==> src/rtl/fp_recip_seq_if.sv <==
// Handshake and data bundle for the FP32 reciprocal unit.
// master: operand producer / result consumer. slave: the reciprocal unit.
interface fp_recip_seq_if;
    logic        i_valid;
    logic [31:0] i_operand;
    logic        o_ready;
    logic        o_valid;
    logic [31:0] o_result;
    logic        o_dz;
    logic        o_uf;
    logic        i_ready;

    modport master (
        output i_valid, i_operand, i_ready,
        input  o_ready, o_valid, o_result, o_dz, o_uf
    );

    modport slave (
        input  i_valid, i_operand, i_ready,
        output o_ready, o_valid, o_result, o_dz, o_uf
    );
endinterface

==> src/rtl/fp_recip_seq.sv <==
// Multi-cycle FP32 reciprocal (1/x). A restoring divider produces one quotient bit per cycle;
// denormals are flushed to zero, and results with too small an exponent are flushed to signed zero.
module fp_recip_seq #(
    parameter int unsigned EXP_W  = 8,
    parameter int unsigned MANT_W = 23
) (
    input logic           i_clk,
    input logic           i_rst_n,
    fp_recip_seq_if.slave bus
);
    localparam int unsigned OP_W  = 1 + EXP_W + MANT_W;
    localparam int unsigned Q_W   = MANT_W + 2;
    localparam int unsigned CNT_W = $clog2(Q_W);
    localparam logic [EXP_W-1:0] EXP_ONES = '1;
    // Biased exponents at or above these give a true result exponent <= 0.
    localparam logic [EXP_W-1:0] EXP_LIM0 = EXP_W'(2 ** EXP_W - 2);
    localparam logic [EXP_W-1:0] EXP_LIM1 = EXP_W'(2 ** EXP_W - 3);
    localparam logic [OP_W-1:0]  QNAN     = OP_W'(32'h7FC0_0000);

    typedef enum logic [1:0] {StIdle, StDiv, StPack, StDone} state_e;

    state_e               state_q, state_d;
    logic                 sign_q, sign_d;
    logic [EXP_W-1:0]     exp_q, exp_d;
    logic [MANT_W-1:0]    mant_q, mant_d;
    logic [Q_W-1:0]       rem_q, rem_d;
    logic [Q_W-1:0]       quot_q, quot_d;
    logic [CNT_W-1:0]     cnt_q, cnt_d;
    logic [OP_W-1:0]      result_q, result_d;
    logic                 dz_q, dz_d;
    logic                 uf_q, uf_d;
    logic                 valid_q, valid_d;

    logic                 op_sign;
    logic [EXP_W-1:0]     op_exp;
    logic [MANT_W-1:0]    op_mant;
    logic [MANT_W:0]      divisor;
    logic [EXP_W:0]       inv_exp;
    logic                 offset;
    logic                 flush;
    logic [EXP_W-1:0]     new_exp;
    logic [MANT_W-1:0]    frac;

    assign op_sign = bus.i_operand[OP_W-1];
    assign op_exp  = bus.i_operand[OP_W-2:MANT_W];
    assign op_mant = bus.i_operand[MANT_W-1:0];

    assign divisor = {1'b1, mant_q};
    assign inv_exp = ~{1'b0, exp_q} + (EXP_W + 1)'(1);
    assign offset  = |mant_q;
    assign flush   = offset ? (exp_q >= EXP_LIM1) : (exp_q >= EXP_LIM0);
    // Q = 1<<24 for a power of two, otherwise the leading one sits at Q[23].
    assign frac    = quot_q[Q_W-1] ? quot_q[MANT_W:1] : quot_q[MANT_W-1:0];

    exponent_update #(
        .EXP_W (EXP_W)
    ) u_exponent_update (
        .i_inv_exponent (inv_exp),
        .i_offset       ({1'b0, offset}),
        .o_exponent     (new_exp)
    );

    assign bus.o_ready  = (state_q == StIdle);
    assign bus.o_valid  = valid_q;
    assign bus.o_result = result_q;
    assign bus.o_dz     = dz_q;
    assign bus.o_uf     = uf_q;

    // Next-state: operand classification, divider step, packing and output handshake.
    always_comb begin
        state_d  = state_q;
        sign_d   = sign_q;
        exp_d    = exp_q;
        mant_d   = mant_q;
        rem_d    = rem_q;
        quot_d   = quot_q;
        cnt_d    = cnt_q;
        result_d = result_q;
        dz_d     = dz_q;
        uf_d     = uf_q;
        valid_d  = valid_q;
        unique case (state_q)
            StIdle: begin
                if (bus.i_valid) begin
                    sign_d = op_sign;
                    exp_d  = op_exp;
                    mant_d = op_mant;
                    if (op_exp == '0) begin
                        result_d = {op_sign, EXP_ONES, {MANT_W{1'b0}}};
                        dz_d     = 1'b1;
                        state_d  = StDone;
                    end else if (op_exp == EXP_ONES) begin
                        result_d = (op_mant == '0) ? {op_sign, {(OP_W - 1){1'b0}}} : QNAN;
                        state_d  = StDone;
                    end else begin
                        rem_d   = Q_W'(1) << MANT_W;
                        quot_d  = '0;
                        cnt_d   = CNT_W'(Q_W - 1);
                        state_d = StDiv;
                    end
                end
            end
            StDiv: begin
                if (rem_q >= {1'b0, divisor}) begin
                    rem_d  = (rem_q - {1'b0, divisor}) << 1;
                    quot_d = {quot_q[Q_W-2:0], 1'b1};
                end else begin
                    rem_d  = rem_q << 1;
                    quot_d = {quot_q[Q_W-2:0], 1'b0};
                end
                if (cnt_q == '0) begin
                    state_d = StPack;
                end else begin
                    cnt_d = cnt_q - CNT_W'(1);
                end
            end
            StPack: begin
                uf_d     = flush;
                result_d = flush ? {sign_q, {(OP_W - 1){1'b0}}} : {sign_q, new_exp, frac};
                state_d  = StDone;
            end
            StDone: begin
                // o_valid rises one cycle after the result register is loaded.
                if (!valid_q) begin
                    valid_d = 1'b1;
                end else if (bus.i_ready) begin
                    valid_d = 1'b0;
                    dz_d    = 1'b0;
                    uf_d    = 1'b0;
                    state_d = StIdle;
                end
            end
            default: begin
                valid_d = 1'b0;
                dz_d    = 1'b0;
                uf_d    = 1'b0;
                state_d = StIdle;
            end
        endcase
    end

    // State and datapath registers; reset abandons any operation in flight.
    always_ff @(posedge i_clk or negedge i_rst_n) begin
        if (!i_rst_n) begin
            state_q  <= StIdle;
            sign_q   <= 1'b0;
            exp_q    <= '0;
            mant_q   <= '0;
            rem_q    <= '0;
            quot_q   <= '0;
            cnt_q    <= '0;
            result_q <= '0;
            dz_q     <= 1'b0;
            uf_q     <= 1'b0;
            valid_q  <= 1'b0;
        end else begin
            state_q  <= state_d;
            sign_q   <= sign_d;
            exp_q    <= exp_d;
            mant_q   <= mant_d;
            rem_q    <= rem_d;
            quot_q   <= quot_d;
            cnt_q    <= cnt_d;
            result_q <= result_d;
            dz_q     <= dz_d;
            uf_q     <= uf_d;
            valid_q  <= valid_d;
        end
    end
endmodule

// Reciprocal exponent: (2*bias) - e - offset, with -e supplied in two's complement.
module exponent_update #(
    parameter int unsigned EXP_W = 8
) (
    input  logic [EXP_W:0]   i_inv_exponent,
    input  logic [1:0]       i_offset,
    output logic [EXP_W-1:0] o_exponent
);
    logic [EXP_W:0] sum;
    logic           unused_carry;

    // Wraps modulo 2^EXP_W; callers only use it when the result is in range.
    always_comb begin
        sum = i_inv_exponent + (EXP_W + 1)'(2 ** EXP_W - 2) - (EXP_W + 1)'(i_offset);
    end

    assign o_exponent   = sum[EXP_W-1:0];
    assign unused_carry = sum[EXP_W];
endmodule

==> src/flat_wrapper.sv <==
// flat-port wrapper written by rule: the top's interface ports become plain ports
module fp_recip_seq_flat 
#(
    parameter int unsigned EXP_W  = 8,
    parameter int unsigned MANT_W = 23
)
  (i_clk, i_rst_n, bus_i_valid, bus_i_operand, bus_i_ready, bus_o_ready, bus_o_valid, bus_o_result, bus_o_dz, bus_o_uf);
  fp_recip_seq_if bus_i ();
  input logic i_clk;
  input logic i_rst_n;
  input wire logic [$bits(bus_i.i_valid)-1:0] bus_i_valid;
  input wire logic [$bits(bus_i.i_operand)-1:0] bus_i_operand;
  input wire logic [$bits(bus_i.i_ready)-1:0] bus_i_ready;
  output wire logic [$bits(bus_i.o_ready)-1:0] bus_o_ready;
  output wire logic [$bits(bus_i.o_valid)-1:0] bus_o_valid;
  output wire logic [$bits(bus_i.o_result)-1:0] bus_o_result;
  output wire logic [$bits(bus_i.o_dz)-1:0] bus_o_dz;
  output wire logic [$bits(bus_i.o_uf)-1:0] bus_o_uf;
  assign bus_i.i_valid = bus_i_valid;
  assign bus_i.i_operand = bus_i_operand;
  assign bus_i.i_ready = bus_i_ready;
  assign bus_o_ready = bus_i.o_ready;
  assign bus_o_valid = bus_i.o_valid;
  assign bus_o_result = bus_i.o_result;
  assign bus_o_dz = bus_i.o_dz;
  assign bus_o_uf = bus_i.o_uf;
  fp_recip_seq #(.EXP_W(EXP_W), .MANT_W(MANT_W)) u_core (.i_clk(i_clk), .i_rst_n(i_rst_n), .bus(bus_i));
endmodule
==> config.mk <==
export PLATFORM = sky130hd
export DESIGN_NAME = fp_recip_seq_flat
export DESIGN_NICKNAME = d
export VERILOG_FILES = /design/src/rtl/fp_recip_seq_if.sv /design/src/rtl/fp_recip_seq.sv /design/src/flat_wrapper.sv
export SDC_FILE = /design/constraint.sdc
export NUM_CORES = 1
export LEC_CHECK = 0
export BUFFER_PORTS_ARGS = -buffer_cell sky130_fd_sc_hd__buf_4
export CORE_ASPECT_RATIO = 1.25
export CORE_MARGIN = 5
export CORE_UTILIZATION = 55
export DETAILED_ROUTE_END_ITERATION = 12
export PLACE_DENSITY_LB_ADDON = 0.25
export SLEW_MARGIN = 10
export SYNTH_ARGS = -nofsm -noshare
export SYNTH_HDL_FRONTEND = slang
export SYNTH_SLANG_ARGS = --single-unit
==> constraint.sdc <==
create_clock -name i_clk -period 7.6 [get_ports i_clk]
set_input_delay 0.76 -clock i_clk [delete_from_list [all_inputs] [get_ports i_clk]]
set_output_delay 0.76 -clock i_clk [all_outputs]
set_load 0.02 [all_outputs]
# After elaboration in Yosys (flattened, before gate mapping)
# Index checks and enable logic that the tools add are counted.
dict set report word_totals {
  regBits 124
  latchBits 0
  ramBits 0
  romBits 0
  inputBits 36
  output_inout_bits 36
  wordCells 87
  mem_count 0
}
dict set report classes {
  add_sub_neg 5
  n_mul 0
  div_mod_pow 0
  magnitude_cmp 3
  n_eq_ne 13
  n_shift 0
  n_mux 38
  n_bitwise 1
  n_reduce_logical 16
}
# op n
set ops {}
lappend ops {{25-bit two-way mux} 7}
lappend ops {{32-bit two-way mux} 4}
lappend ops {{25-bit case mux with 2 select lines} 2}
lappend ops {{32-bit case mux with 2 select lines} 1}
lappend ops {{31-bit two-way mux} 1}
lappend ops {{25-bit by 24-bit >= comparator with 1-bit output} 1}
lappend ops {{24-bit subtractor} 1}
lappend ops {{23-bit logical NOT} 1}
lappend ops {{23-bit two-way mux} 1}
lappend ops {{23-bit OR reduction} 1}
lappend ops {{5-bit two-way mux} 4}
lappend ops {{8-bit >= comparator, second input constant} 2}
lappend ops {{2-bit two-way mux} 6}
lappend ops {{2-bit inequality test, second input constant} 5}
lappend ops {{5-bit case mux with 2 select lines} 1}
lappend ops {{5-bit AND reduction} 2}
lappend ops {{8-bit by 1-bit adder with 8-bit output, second input constant} 1}
lappend ops {{8-bit adder, second input constant} 1}
lappend ops {{8-bit == test, second input constant} 1}
lappend ops {{8-bit logical NOT} 1}
lappend ops {{1-bit two-way mux} 8}
lappend ops {{8-bit NOT} 1}
lappend ops {{2-bit case mux with 4 select lines} 1}
lappend ops {{4-bit AND reduction} 2}
lappend ops {{12 further kinds} 20}

# Logic depth before layout (Yosys ltp)
# Gate-level depths: netlist (run 1).
dict set report logic_depth {
  word_depth 6
  depth_mapped 13
  ltp_nobuf 11
}

# Hierarchy
# From an unflattened synthesis (run 1), not the netlist that was laid out.
dict set report unflattened {
  cells_unflattened 821
  hier_area_um2 7317.0
}
# module instances cells_per_inst area_each_um2 seq_area_each_um2
set modules_own_cells {}
lappend modules_own_cells {fp_recip_seq 1 796 7119.3 3078.0}
lappend modules_own_cells {exponent_update 1 25 197.7 0.0}

# Least setup slack after synthesis (run 1)
# OpenSTA, ideal clock, no wires.
dict set report synth_timing {
  path_kind {register to register}
  start {register u_core.rem_q[4]}
  end {register u_core.rem_q[16]}
  setup_ns 0.104
  t_arrival_ns 2.293
  required_ns 7.496
  path_slack_ns 5.203
  path_stages_with_launch 13
  path_buffers 2
  period_less_slack_ns 2.397
  cell_sequence {dfrtp_1 ha_1 a21o_1 a31oi_1 nand2_2 a31oi_4 o21ai_2 a31oi_4 a31o_4 buf_6 buf_6 nand3_1 o311ai_1}
}
dict set report synth_between {
  elab_chain_cells 3
  elab_cells_between_ends 4
  cone_classes {add/sub: 1; order compare: 1; mux: 2}
}
# item line
set synth_rtl {}
lappend synth_rtl {{from (decl)} fp_recip_seq.sv:26} ;# logic [Q_W-1:0] rem_q, rem_d;
lappend synth_rtl {{from (signal assigned)} fp_recip_seq.sv:161} ;# rem_q <= rem_d;
lappend synth_rtl {{24-bit subtractor or 25-bit by 24-bit >= comparator with 1-bit output (tied branches)} {fp_recip_seq.sv:105, fp_recip_seq.sv:104}}
lappend synth_rtl {{25-bit two-way mux (*)} fp_recip_seq.sv:104} ;# if (rem_q >= {1'b0, divisor}) begin
lappend synth_rtl {{25-bit case mux with 2 select lines (*)} fp_recip_seq.sv:82} ;# unique case (state_q)
# Mark *: on every way between the ends. The rest lies on a longest branch, timed or not.
# A chain may end at the register's enable or synchronous reset.

# Worst setup path in the final report (run 1)
dict set report layout_timing {
  start {register u_core.state_q[1]}
  end {register u_core.rem_q[24]}
}
dict set report layout_between {
  elab_chain_cells 3
  elab_cells_between_ends 8
  cone_classes {eq/ne: 4; mux: 1; reduce/logical: 3}
}
# item line
set layout_rtl {}
lappend layout_rtl {{from (decl)} fp_recip_seq.sv:22} ;# state_e state_q, state_d;
lappend layout_rtl {{from (signal assigned)} fp_recip_seq.sv:145} ;# state_q <= StIdle;
lappend layout_rtl {{from (signal assigned)} fp_recip_seq.sv:157} ;# state_q <= state_d;
lappend layout_rtl {{2-bit logical NOT or 2-bit by 1-bit == test with 1-bit output (tied branches)} fp_recip_seq.sv:82}
lappend layout_rtl {{2-bit inequality test (no source line) or 2-bit nonzero test (tied branches)} -}
lappend layout_rtl {{4-bit AND reduction (no source line)} -}
# Parallel ways exist; a longest one is shown, timed or not.

==> results of run 1 <==
==> layer usage <==
metal,part of all wire (%),up-vias,track usage [%]
li1,-,2603,-
met1,41,2638,29.4
met2,51,152,38.9
met3,4.7,34,4.62
met4,2.4,0,8.84
met5,0,-,0
==> stage by stage <==
step,utilization (%),total power [W]
after floorplan,-,0.00237
after global placement,61.0,0.00273
after detailed placement,61.0,0.00280
after CTS,66.3,0.00369
after global routing,66.3,0.00395
final,66.3,0.00369
==> layout make-up <==
cell class | instances | area [um^2]
Clock buffer | 19 | 453
Clock inverter | 13 | 189
Fill cell | 980 | 4090
Inverter | 36 | 135
Multi-Input combinational cell | 492 | 3390
Sequential cell | 123 | 3080
Tap cell | 164 | 205
Timing Repair Buffer | 76 | 571
==> worst min path at each step <==
| stage | endpoint | slack [ns] | cells after the start |
|---|---|---|---|
| finish | u_core.bus.o_result[6]$_DFFE_PN0P_ | 0.39 | 1 |
| global route | u_core.bus.o_result[9]$_DFFE_PN0P_ | 0.45 | 1 |
| CTS | u_core.rem_q[18]$_DFFE_PN0P_ | 0.40 | 1 |
| detailed placement | u_core.bus.o_result[7]$_DFFE_PN0P_ | 0.47 | 2 |
| global placement | u_core.bus.o_result[7]$_DFFE_PN0P_ | 0.46 | 2 |
| floorplan | u_core.bus.o_dz$_DFFE_PN0P_ | 0.46 | 0 |
==> cell usage after synthesis, drive strengths merged (22+ instances only) <==
| master | instances | area share, % |
|---|---|---|
| mux2i | 26 | 3.9 |
| a22o | 28 | 3.6 |
| nor2 | 36 | 2.0 |
| inv | 36 | 2.0 |
| o21ai | 57 | 4.3 |
| a21oi | 40 | 3.0 |
| ha | 31 | 5.7 |
| nand3 | 23 | 1.7 |
| nand2 | 83 | 4.6 |
| clkbuf | 22 | 1.2 |
| dfrtp | 123 | 46 |
| mux2 | 32 | 5.3 |
==> state kept, by name, summed over array words and instances, names as in the netlist <==
| name | flops |
|---|---|
| u_core.quot_q | 25 |
| u_core.rem_q | 24 |
| u_core.bus.o_uf | 1 |
| u_core.sign_q | 1 |
| u_core.state_q | 2 |
| u_core.bus.o_dz | 1 |
| u_core.bus.o_valid | 1 |
| u_core.bus.o_result | 32 |
| u_core.cnt_q | 5 |
| u_core.exp_q | 8 |
| u_core.mant_q | 23 |
==> critical path, delay by kind of cell (launching register included) <==
kind	cells	cell delay, ns
simple gates	4	1.08
flops	1	0.41
buf+inv	2	0.38
fa+ha+maj	1	0.42
compound gates	3	0.77
==> cells by family after synthesis <==
group,Yosys count,synth area share [%]
simple gates,194,13.2
compound gates,179,17.8
flops,123,45.5
buf+inv,72,4.46
mux,58,9.18
fa+ha+maj,32,6.04
xor+xnor,29,3.76
==> power by group <==
| part | total [W] | internal [W] | switching [W] |
|---|---|---|---|
| sequential | 0.00108 | 0.000879 | 0.000198 |
| combinational | 0.00174 | 0.000693 | 0.00105 |
| clock | 0.000870 | 0.000567 | 0.000302 |
==> qor.txt, run 1 <==
Count of antenna-violating nets left after detailed routing: 0
Max Clock Skew: 0.00654 ns
Critical path data required time: 7.93 ns
Syn. warnings: 0
Wire length of the first global-routing pass: 26900 um
Number of gates resized after cts: 0
Rows: 45
Number of search-and-repair iterations in the first detailed-routing pass: 5
Setup ws final: 4.43 ns
Worst hold slack: 0.386 ns
Post-CTS setup buffer count: 0
GR Overflow Total: 0
Capturing element type of the critical path: flip-flop
Portion of the post-synthesis area used by sequential elements: 45.5%
Number of antenna violations at the first check in global routing: 0
Total detailed-routing wirelength: 15800 um
Critical Path End: u_core.rem_q[24]$_DFFE_PN0P_
Crit path DAT: 3.49 ns
Area Growth Syn to Fin: 18.7%
Crit path from: u_core.state_q[1]$_DFFE_PN0P_
Post-synth EDFFs: 0
Clock transition at the registers of the reported paths: 0.06 ns
Post-detailed-placement half-perimeter wirelength: 11100 um
Final setup vio count: 0
Most used cell, CP: sky130_fd_sc_hd__nand2_1
Final hold violation count: 0
Area of the mapped netlist: 6760 um^2
DIE HEIGHT: 134 um
Setup slack at placement: 4.33 ns
Number of global-route vias before repair: 5494
Status: finished clean
Antenna diodes: 0
Number of CTS-inserted buffers: 17
Skew-Pair Late Insertion Delay: 0.42 ns
Largest net degree at the start of global routing: 72
Static power due to leakage: 3.61 nW
GRT Total Usage: 23.2%
Number of H-tree levels: 4
Number of remaining DRC errors: 0
Share of post-route cells with drive strength above 1: 19.6%
DP Cell Count: 891
Longest individual stage delay on the worst path: 0.55 ns
Number of vias per cell: 5.88
Fin area: 8020 um^2
Critical Path Source Type: flip-flop
Post-route setup TNS: 0 ns
Register-to-register setup slack: 4.43 ns
Ports: 72
Path depth of the worst reg2reg path: 10
Top_reg_cell synth: sky130_fd_sc_hd__dfrtp_1
Number of I/O port buffers: 71
Max Freq: 0.316 GHz
Number of nets in the layout: 814
Mapped Cells: 687
Number of vias in the routed layout: 5427
Count of clock tree sinks: 123
Worst Path Max Fanout: 33
Worst flop-to-flop path endpoint: u_core.rem_q[24]$_DFFE_PN0P_
Worst slew margin: 15.5%
Fraction of the cycle the final worst path needs: 41.7%
Commonest non-fill, non-tap cells in the layout: sky130_fd_sc_hd__dfrtp_1 (123), sky130_fd_sc_hd__nand2_1 (82), sky130_fd_sc_hd__buf_4 (76)
Chip Width: 109 um
Distinct cell type count after synthesis: 53
Maximum buffer depth of the clock tree: 2
Ordered cell list for the critical path: inv_1 -> ha_1 -> nand2_1 -> buf_4 -> or2_2 -> nand2_1 -> nand2_1 -> a2111oi_0 -> o21ai_0 -> o21ai_0
Initial drt markers: 340
Final standard cell count with taps included and fillers excluded: 923
Hold WC Path Type: input port to async pin
Clock tree from TritonCTS: built
Instance area after placement: 7380 um^2
Buffer cell driving the clock tree root: sky130_fd_sc_hd__clkbuf_16
Routed len/inst: 17.1 um
Core region area: 12100 um^2
CTS Hold Buffers Added: 0
Die Outline Area: 14600 um^2
Most common library cell in the layout ignoring fill and taps: sky130_fd_sc_hd__dfrtp_1
Unrepaired setup endpoints after global routing: no
Async set-reset flop share out of synthesis: 100%
Least-Margin Pin Slew: 1.27 ns
Library cell contributing the largest single delay on the critical path: sky130_fd_sc_hd__a2111oi_0
Synthesis-stage register bit count: 123
Final GP Congestion: 0.888
Final worst path period need: 3.17 ns
IR drop worst, VDD: 0.188 mV
R2R Path Start: u_core.state_q[1]$_DFFE_PN0P_
Pins Over Slew Limit: 0
Crit Path Class: flip-flop to flip-flop
Total power per unit cell area: 460 nW/um^2
Average footprint of a synthesized cell: 9.84 um^2
Syn Nets: 755
Number of max-capacitance violations reported: 0
Initial core utilization: 55.8%
(Power assumes the default switching activity.)
==> inputs of run 2 (changes only) <==
==> constraint.sdc (replaced) <==
create_clock -name i_clk -period 3.06 [get_ports i_clk]
set_input_delay 0.306 -clock i_clk [delete_from_list [all_inputs] [get_ports i_clk]]
set_output_delay 0.306 -clock i_clk [all_outputs]
set_load 0.02 [all_outputs]
==> run 2 against run 1 <==
Net effect:
- sequential cell count unchanged
- cell count up 0.76%
- first-iteration DRC count down 2.1%
- sequential power up 150%
- clock-buffer cell count up 1
- register-to-register slack worse by 4.3 ns
- via count up 0.15%
- clock skew up 0.0018 ns
- combinational power rose to 2.6 times the previous value
- global-route usage down 0.52 points
- clock power up 140%
- critical endpoint is now u_core.rem_q[17]$_DFFE_PN0P_
==> qor.txt, run 2 (synthesis gave the netlist of run 1 again) <==
Area Growth Syn to Fin: 19.8% (was 18.7%)
Worst hold slack: 0.133 ns (was 0.386 ns)
Power share of the clock group: 22.7% (was 23.6%)
GR Overflow Total: 0 (unchanged)
Most used cell, CP: sky130_fd_sc_hd__a31oi_4 (was sky130_fd_sc_hd__nand2_1)
Path depth of the worst reg2reg path: 11 (was 10)
Min-delay src: bus_i_operand[17]
Number of H-tree levels: 4 (unchanged)
Maximum buffer depth of the clock tree: 2 (unchanged)
Static power due to leakage: 3.66 nW (was 3.61 nW)
Total power per unit cell area: 1140 nW/um^2 (was 460 nW/um^2)
Reg power frac: 29.1% (was 29.2%)
Count of clock tree sinks: 123 (unchanged)
DP Cell Count: 897 (was 891)
Setup slack at placement: 0.213 ns (was 4.33 ns)
Register-to-register setup slack: 0.13 ns (was 4.43 ns)
Final GP Congestion: 0.925 (was 0.888)
Internal power: 0.00535 W (was 0.00214 W)
Commonest non-fill, non-tap cells in the layout: sky130_fd_sc_hd__dfrtp_1 (123), sky130_fd_sc_hd__nand2_1 (81), sky130_fd_sc_hd__buf_4 (80) (was sky130_fd_sc_hd__dfrtp_1 (123), sky130_fd_sc_hd__nand2_1 (82), sky130_fd_sc_hd__buf_4 (76))
Worst flop-to-flop path endpoint: u_core.rem_q[17]$_DFFE_PN0P_ (was u_core.rem_q[24]$_DFFE_PN0P_)
Number of vias in the routed layout: 5435 (was 5427)
Skew-Pair Late Insertion Delay: 0.41 ns (was 0.42 ns)
Worst slew margin: 52.9% (was 15.5%)
Largest net degree at the start of global routing: 89 (was 72)
Die Outline Area: 14600 um^2 (unchanged)
Capturing element type of the critical path: flip-flop (unchanged)
Most common library cell in the layout ignoring fill and taps: sky130_fd_sc_hd__dfrtp_1 (unchanged)
Crit path DAT: 3.23 ns (was 3.49 ns)
Number of nets in the layout: 821 (was 814)
Number of vias per cell: 5.84 (was 5.88)
Clock transition at the registers of the reported paths: 0.06 ns (about the same)
Buffer cell driving the clock tree root: sky130_fd_sc_hd__clkbuf_16 (unchanged)
Sw power: 0.00388 W (was 0.00155 W)
Initial core utilization: 55.8% (unchanged)
DIE HEIGHT: 134 um (unchanged)
Number of CTS-inserted buffers: 17 (unchanged)
Ordered cell list for the critical path: inv_1 -> ha_1 -> a21o_1 -> a31oi_1 -> nand2_2 -> a31oi_4 -> o21ai_2 -> a31oi_4 -> a31o_4 -> nor2_1 -> a221o_1 (was inv_1 -> ha_1 -> nand2_1 -> buf_4 -> or2_2 -> nand2_1 -> nand2_1 -> a2111oi_0 -> o21ai_0 -> o21ai_0)
Number of max-capacitance violations reported: 0 (unchanged)
R2R Path Start: u_core.mant_q[4]$_DFFE_PN0P_ (was u_core.state_q[1]$_DFFE_PN0P_)
Number of remaining DRC errors: 0 (unchanged)
Library cell contributing the largest single delay on the critical path: sky130_fd_sc_hd__a31o_4 (was sky130_fd_sc_hd__a2111oi_0)
Total detailed-routing wirelength: 15800 um (about the same)
Core region area: 12100 um^2 (unchanged)
Crit Path Class: flip-flop to flip-flop (unchanged)
Post-detailed-placement half-perimeter wirelength: 11300 um (was 11100 um)
Post-CTS setup buffer count: 0 (unchanged)
Antenna diodes: 0 (unchanged)
Unrepaired setup endpoints after global routing: yes (was no)
Wire length of the first global-routing pass: 26600 um (was 26900 um)
Routed len/inst: 17.0 um (was 17.1 um)
Hold WC Path Type: input port to flip-flop (was input port to async pin)
Final hold violation count: 0 (unchanged)
Clock tree from TritonCTS: built (unchanged)
Worst Path Max Fanout: 33 (unchanged)
Portion of total power attributed to combinational logic: 48.2% (was 47.2%)
Final standard cell count with taps included and fillers excluded: 930 (was 923)
Initial drt markers: 333 (was 340)
Chip Width: 109 um (unchanged)
Least-Margin Pin Slew: 0.707 ns (was 1.27 ns)
Critical Path Source Type: flip-flop (unchanged)
Endpoint, Worst Hold: u_core.mant_q[17]$_DFFE_PN0P_
Critical path data required time: 3.35 ns (was 7.93 ns)
Number of I/O port buffers: 71 (unchanged)
Number of search-and-repair iterations in the first detailed-routing pass: 5 (unchanged)
Pins Over Slew Limit: 0 (unchanged)
Cell count of the worst hold path: 2
Dominant delay contributor by cell family on the critical path: compound AO/OA/AOI/OAI gates (was simple AND/OR/NAND/NOR gates)
IR drop worst, VDD: 0.518 mV (was 0.188 mV)
Longest individual stage delay on the worst path: 0.42 ns (was 0.55 ns)
Count of antenna-violating nets left after detailed routing: 0 (unchanged)
Setup ws final: 0.127 ns (was 4.43 ns)
Number of global-route vias before repair: 5424 (was 5494)
Switching part of the total: 42.1% (was 42.0%)
GRT Total Usage: 22.7% (was 23.2%)
Max Clock Skew: 0.00834 ns (was 0.00654 ns)
Share of post-route cells with drive strength above 1: 20.5% (was 19.6%)
Final setup vio count: 0 (unchanged)
Final worst path period need: 2.93 ns (was 3.17 ns)
Ports: 72 (unchanged)
Number of antenna violations at the first check in global routing: 0 (unchanged)
Rows: 45 (unchanged)
Critical path buffer and inverter count: 1 (was 2)
Status: finished clean (unchanged)
Fraction of the cycle the final worst path needs: 95.9% (was 41.7%)
Max Freq: 0.341 GHz (was 0.316 GHz)
Max FFs per register: 32 (unchanged)
-- run 2: worst max-delay path by stage --
stage	start	end	slack, ns	cells past startpoint
4_1_cts	u_core.mant_q[1]$_DFFE_PN0P_	u_core.rem_q[24]$_DFFE_PN0P_	0.12	11
6_report	u_core.mant_q[4]$_DFFE_PN0P_	u_core.rem_q[17]$_DFFE_PN0P_	0.13	11
2_1_floorplan	u_core.rem_q[4]$_DFFE_PN0P_	u_core.rem_q[16]$_DFFE_PN0P_	0.66	12
3_5_place_dp	u_core.rem_q[4]$_DFFE_PN0P_	u_core.rem_q[17]$_DFFE_PN0P_	0.21	10
3_3_place_gp	u_core.rem_q[4]$_DFFE_PN0P_	u_core.rem_q[17]$_DFFE_PN0P_	0.28	10
5_1_grt	u_core.mant_q[4]$_DFFE_PN0P_	u_core.rem_q[17]$_DFFE_PN0P_	-0.008	11
-- run 2: area by class of cell --
type	instances	area, um^2
clock buffer	20	467
clock inverter	12	160
fill	934	4010
inverter	36	135
multi-input combinational	492	3400
sequential	123	3080
tap	164	205
timing repair buffer	83	651
-- run 2: power by group through the flow --
stage | clock network (W) | logic (W) | registers, W
3_5_place_dp | 0 | 0.00438 | 0.00269
3_3_place_gp | 0 | 0.00430 | 0.00266
5_1_grt | 0.00220 | 0.00492 | 0.00275
4_1_cts | 0.00212 | 0.00443 | 0.00268
2_1_floorplan | 0 | 0.00321 | 0.00268
6_report | 0.00210 | 0.00445 | 0.00268
-- run 2: routing by layer --
metal | track usage (%) | part of all wire (%) | vias to the layer above
met5 | 0 | 0 | -
met2 | 38.3 | 51 | 136
met3 | 3.66 | 4.1 | 24
met4 | 7.86 | 1.9 | 0
met1 | 29.4 | 43 | 2654
li1 | - | - | 2621
-- run 2: repair_timing --
item / in CTS / in global routing
setup endpoints to repair: 0 / 14
endpoints found under the hold margin: 35 / 0
hold buffers: 1 / 0
gates resized for setup: 0 / 2
-- run 2: through the flow --
stage / total power, W / setup TNS (ns) / instance area (um^2) / util, %
5_1_grt: 0.00987 / -0.00831 / 8100 / 66.9
2_1_floorplan: 0.00589 / 0 / 6760 / -
4_1_cts: 0.00922 / 0 / 8090 / 66.8
3_3_place_gp: 0.00696 / 0 / 7450 / 61.5
3_5_place_dp: 0.00707 / 0 / 7450 / 61.5
6_report: 0.00923 / 0 / 8100 / 66.9
==> inputs of run 3 (changes only) <==
--- a/config.mk
+++ b/config.mk
@@ -5,6 +5,7 @@
 export SDC_FILE = /design/constraint.sdc
 export NUM_CORES = 1
 export LEC_CHECK = 0
+export ABC_AREA = 1
 export BUFFER_PORTS_ARGS = -buffer_cell sky130_fd_sc_hd__buf_4
 export CORE_ASPECT_RATIO = 1.25
 export CORE_MARGIN = 5
==> run 3 against run 2 <==
Net effect:
- synthesized cell count up 55%
- worst hold slack better by 0.012 ns
- via count up 30%
- synthesized area up 13%
- register-to-register slack better by 0.49 ns
- design area up 10%
- utilization down 1.8 points
- critical path type unchanged
- highest routed layer unchanged
==> qor.txt, run 3 <==
IR drop worst, VDD: 0.797 mV (was 0.518 mV)
Post-detailed-placement half-perimeter wirelength: 14500 um (was 11300 um)
Total power per unit cell area: 1010 nW/um^2 (was 1140 nW/um^2)
Most common library cell in the layout ignoring fill and taps: sky130_fd_sc_hd__nand2_1 (was sky130_fd_sc_hd__dfrtp_1)
Hold WC Path Type: input port to flip-flop (unchanged)
Count of clock tree sinks: 123 (unchanged)
Final hold violation count: 0 (unchanged)
Share of post-route cells with drive strength above 1: 12.0% (was 20.5%)
Skew-Pair Late Insertion Delay: 0.41 ns (about the same)
Synthesis-stage register bit count: 123 (unchanged)
Critical Path Source Type: flip-flop (unchanged)
Number of antenna violations at the first check in global routing: 0 (unchanged)
Number of global-route vias before repair: 7156 (was 5424)
Number of search-and-repair iterations in the first detailed-routing pass: 5 (unchanged)
Number of vias per cell: 5.36 (was 5.84)
Critical path data required time: 3.36 ns (was 3.35 ns)
Total detailed-routing wirelength: 19800 um (was 15800 um)
Number of remaining DRC errors: 0 (unchanged)
Number of CTS-inserted buffers: 17 (unchanged)
Area fraction of the dominant cell type after synthesis: 40.3% (was 45.5%)
Average footprint of a synthesized cell: 7.18 um^2 (was 9.84 um^2)
GR Overflow Total: 0 (unchanged)
Worst Path Max Fanout: 25 (was 33)
Most used standard cells in the synthesized netlist: sky130_fd_sc_hd__nand2_1 (315), sky130_fd_sc_hd__inv_1 (193), sky130_fd_sc_hd__dfrtp_1 (123) (was sky130_fd_sc_hd__dfrtp_1 (123), sky130_fd_sc_hd__nand2_1 (82), sky130_fd_sc_hd__o21ai_0 (50))
Largest net degree at the start of global routing: 72 (was 89)
Syn. warnings: 0 (unchanged)
Static power due to leakage: 4.64 nW (was 3.66 nW)
Number of I/O port buffers: 71 (unchanged)
Rows: 48 (was 45)
Max Freq: 0.409 GHz (was 0.341 GHz)
Synth top area cells: sky130_fd_sc_hd__dfrtp_1 (40%), sky130_fd_sc_hd__nand2_1 (15%), sky130_fd_sc_hd__inv_1 (9.5%) (was sky130_fd_sc_hd__dfrtp_1 (46%), sky130_fd_sc_hd__ha_1 (5.7%), sky130_fd_sc_hd__mux2_2 (5.3%))
Maximum buffer depth of the clock tree: 2 (unchanged)
Top_reg_cell synth: sky130_fd_sc_hd__dfrtp_1 (unchanged)
Unrepaired setup endpoints after global routing: no (was yes)
Initial drt markers: 438 (was 333)
Antenna diodes: 0 (unchanged)
Least-Margin Pin Slew: 0.695 ns (was 0.707 ns)
Number of gates resized after cts: 0 (unchanged)
Crit Path Class: flip-flop to flip-flop (unchanged)
Routed len/inst: 15.0 um (was 17.0 um)
Internal power: 0.00475 W (was 0.00535 W)
Max Clock Skew: 0.0115 ns (was 0.00834 ns)
Status: finished clean (unchanged)
Area of the mapped netlist: 7630 um^2 (was 6760 um^2)
Post-synth EDFFs: 0 (unchanged)
Core region area: 13700 um^2 (was 12100 um^2)
Worst hold slack: 0.145 ns (was 0.133 ns)
Number of vias in the routed layout: 7079 (was 5435)
Clock tree from TritonCTS: built (unchanged)
Buffer cell driving the clock tree root: sky130_fd_sc_hd__clkbuf_16 (unchanged)
Portion of total power attributed to combinational logic: 51.8% (was 48.2%)
Final GP Congestion: 0.939 (was 0.925)
Number of max-capacitance violations reported: 0 (unchanged)
DIE HEIGHT: 142 um (was 134 um)
Largest area contributor in the netlist: sky130_fd_sc_hd__dfrtp_1 (unchanged)
Number of H-tree levels: 4 (unchanged)
Distinct cell type count after synthesis: 42 (was 53)
Dominant cell by count in the synthesized netlist: sky130_fd_sc_hd__nand2_1 (was sky130_fd_sc_hd__dfrtp_1)
Count of antenna-violating nets left after detailed routing: 0 (unchanged)
Fraction of the cycle the final worst path needs: 79.9% (was 95.9%)
Portion of the post-synthesis area used by sequential elements: 40.3% (was 45.5%)
Uppermost metal layer occupied by signal nets: met4 (unchanged)
Syn Nets: 1132 (was 755)
Area Growth Syn to Fin: 16.7% (was 19.8%)
Worst slew margin: 53.6% (was 52.9%)
Detail Route met2 WL: 9860 um (was 8090 um)
Initial core utilization: 55.8% (about the same)
Post-route setup TNS: 0 ns (unchanged)
GRT Total Usage: 25.5% (was 22.7%)
Switching part of the total: 47.2% (was 42.1%)
Commonest non-fill, non-tap cells in the layout: sky130_fd_sc_hd__nand2_1 (315), sky130_fd_sc_hd__inv_1 (193), sky130_fd_sc_hd__dfrtp_1 (123) (was sky130_fd_sc_hd__dfrtp_1 (123), sky130_fd_sc_hd__nand2_1 (81), sky130_fd_sc_hd__buf_4 (80))
Async set-reset flop share out of synthesis: 100% (unchanged)
Mapped Cells: 1064 (was 687)
Chip Width: 115 um (was 109 um)
Die Outline Area: 16400 um^2 (was 14600 um^2)
Sw power: 0.00425 W (was 0.00388 W)
Ports: 72 (unchanged)
Pins Over Slew Limit: 0 (unchanged)
Number of nets in the layout: 1201 (was 821)
Detailed-routed wire length on met3: 814 um (was 653 um)
Post-Route M1 WL: 8430 um (was 6760 um)
Crit path DAT: 2.74 ns (was 3.23 ns)
Final worst path period need: 2.45 ns (was 2.93 ns)
Clock transition at the registers of the reported paths: 0.06 ns (about the same)
Wire length of the first global-routing pass: 33600 um (was 26600 um)
Final setup vio count: 0 (unchanged)
Max FFs per register: 32 (unchanged)
Power share of the clock group: 22.4% (was 22.7%)
Capturing element type of the critical path: flip-flop (unchanged)
Reg power frac: 25.8% (was 29.1%)
Final Power: 0.00900 W (was 0.00923 W)
[run 3: cell types whose count changed in the layout (fill, tap and decap cells not counted), sizes merged, moves of 28 or more]
| cell | before | now |
|---|---|---|
| nand2 | 83 | 321 |
| inv | 39 | 202 |
| nand3 | 23 | 81 |
| mux2 | 32 | 1 |
| nor2 | 36 | 65 |
| a22o | 28 | 0 |
[run 3: path summary, 6_finish.rpt]
check                                            start                                   to  slack (ns)  depth (start not counted)
max in group asynchronous                      i_rst_n   u_core.bus.o_result[3]$_DFFE_PN0P_        1.78                          3
hold / removal                       bus_i_operand[31]            u_core.sign_q$_DFFE_PN0P_        0.14                          2
hold reg to reg            u_core.cnt_q[4]$_DFFE_PN0P_          u_core.cnt_q[4]$_DFFE_PN0P_        0.48                          2
min in group asynchronous                      i_rst_n  u_core.bus.o_result[23]$_DFFE_PN0P_        0.47                          2
setup reg to reg           u_core.rem_q[1]$_DFFE_PN0P_         u_core.rem_q[18]$_DFFE_PN0P_        0.61                         14
setup / recovery           u_core.rem_q[1]$_DFFE_PN0P_         u_core.rem_q[18]$_DFFE_PN0P_        0.61                         14
[run 3: power by group through the flow]
stage | Clock, W | Sequential [W] | Combinational, W
2_1_floorplan | 0 | 0.00235 | 0.00340
3_3_place_gp | 0 | 0.00232 | 0.00452
3_5_place_dp | 0 | 0.00233 | 0.00458
4_1_cts | 0.00204 | 0.00232 | 0.00463
5_1_grt | 0.00213 | 0.00237 | 0.00524
6_report | 0.00202 | 0.00232 | 0.00466
[run 3: repair_timing]
item	in CTS	in global routing
hold buffers	1	0
endpoints found under the hold margin	52	0
setup buffers	0	0
[run 3: layout make-up]
class,instances,area [um^2]
fill,1229,4780
clock inverter,15,165
inverter,198,743
multi-input combinational,712,3660
sequential,123,3080
timing repair buffer,81,623
tap,175,219
clock buffer,17,425
[run 3: metrics by stage]
step                instance area [um^2]  setup slack [ns]  util, %  std cells
global route                        8910             0.403     65.1       1321
global placement                    8310             0.715     60.7       1288
detailed placement                  8310             0.677     60.7       1288
floorplan                           7630              1.07        -       1064
finish                              8910             0.614     65.1       1321
CTS                                 8910             0.644     65.1       1321
[run 3: per-layer routing]
| metal | global-route usage (%) | up-vias |
|---|---|---|
| li1 | - | 3531 |
| met1 | 32.4 | 3318 |
| met2 | 43.4 | 186 |
| met3 | 3.20 | 44 |
| met4 | 11.3 | 0 |
| met5 | 0 | - |
[run 3: cells by family (layout without fill, tap and decap cells)]
logic type      Yosys count  count (layout)  share of synthesized area (%)
mux                       1               1                          0.147
simple gates            510             510                           29.1
fa+ha+maj                32              32                           5.34
buf+inv                 229             311                           11.8
compound gates          154             154                           11.6
flops                   123             123                           40.3
xor+xnor                 15              15                           1.72
[run 3: worst max-delay path: stages (launching register included)]
cell,delay [ns]
sky130_fd_sc_hd__dfrtp_1,0.41
sky130_fd_sc_hd__ha_1,0.35
sky130_fd_sc_hd__ha_1,0.23
sky130_fd_sc_hd__nand2_1,0.07
sky130_fd_sc_hd__nor2_1,0.04
sky130_fd_sc_hd__nand3_1,0.06
sky130_fd_sc_hd__nor2_1,0.04
sky130_fd_sc_hd__nand2_1,0.05
sky130_fd_sc_hd__nand2_1,0.08
sky130_fd_sc_hd__nor2_4,0.37
sky130_fd_sc_hd__nand2_8,0.23
sky130_fd_sc_hd__nand2_2,0.20
sky130_fd_sc_hd__nand2_1,0.07
sky130_fd_sc_hd__nand2_1,0.08
sky130_fd_sc_hd__nand2_1,0.06
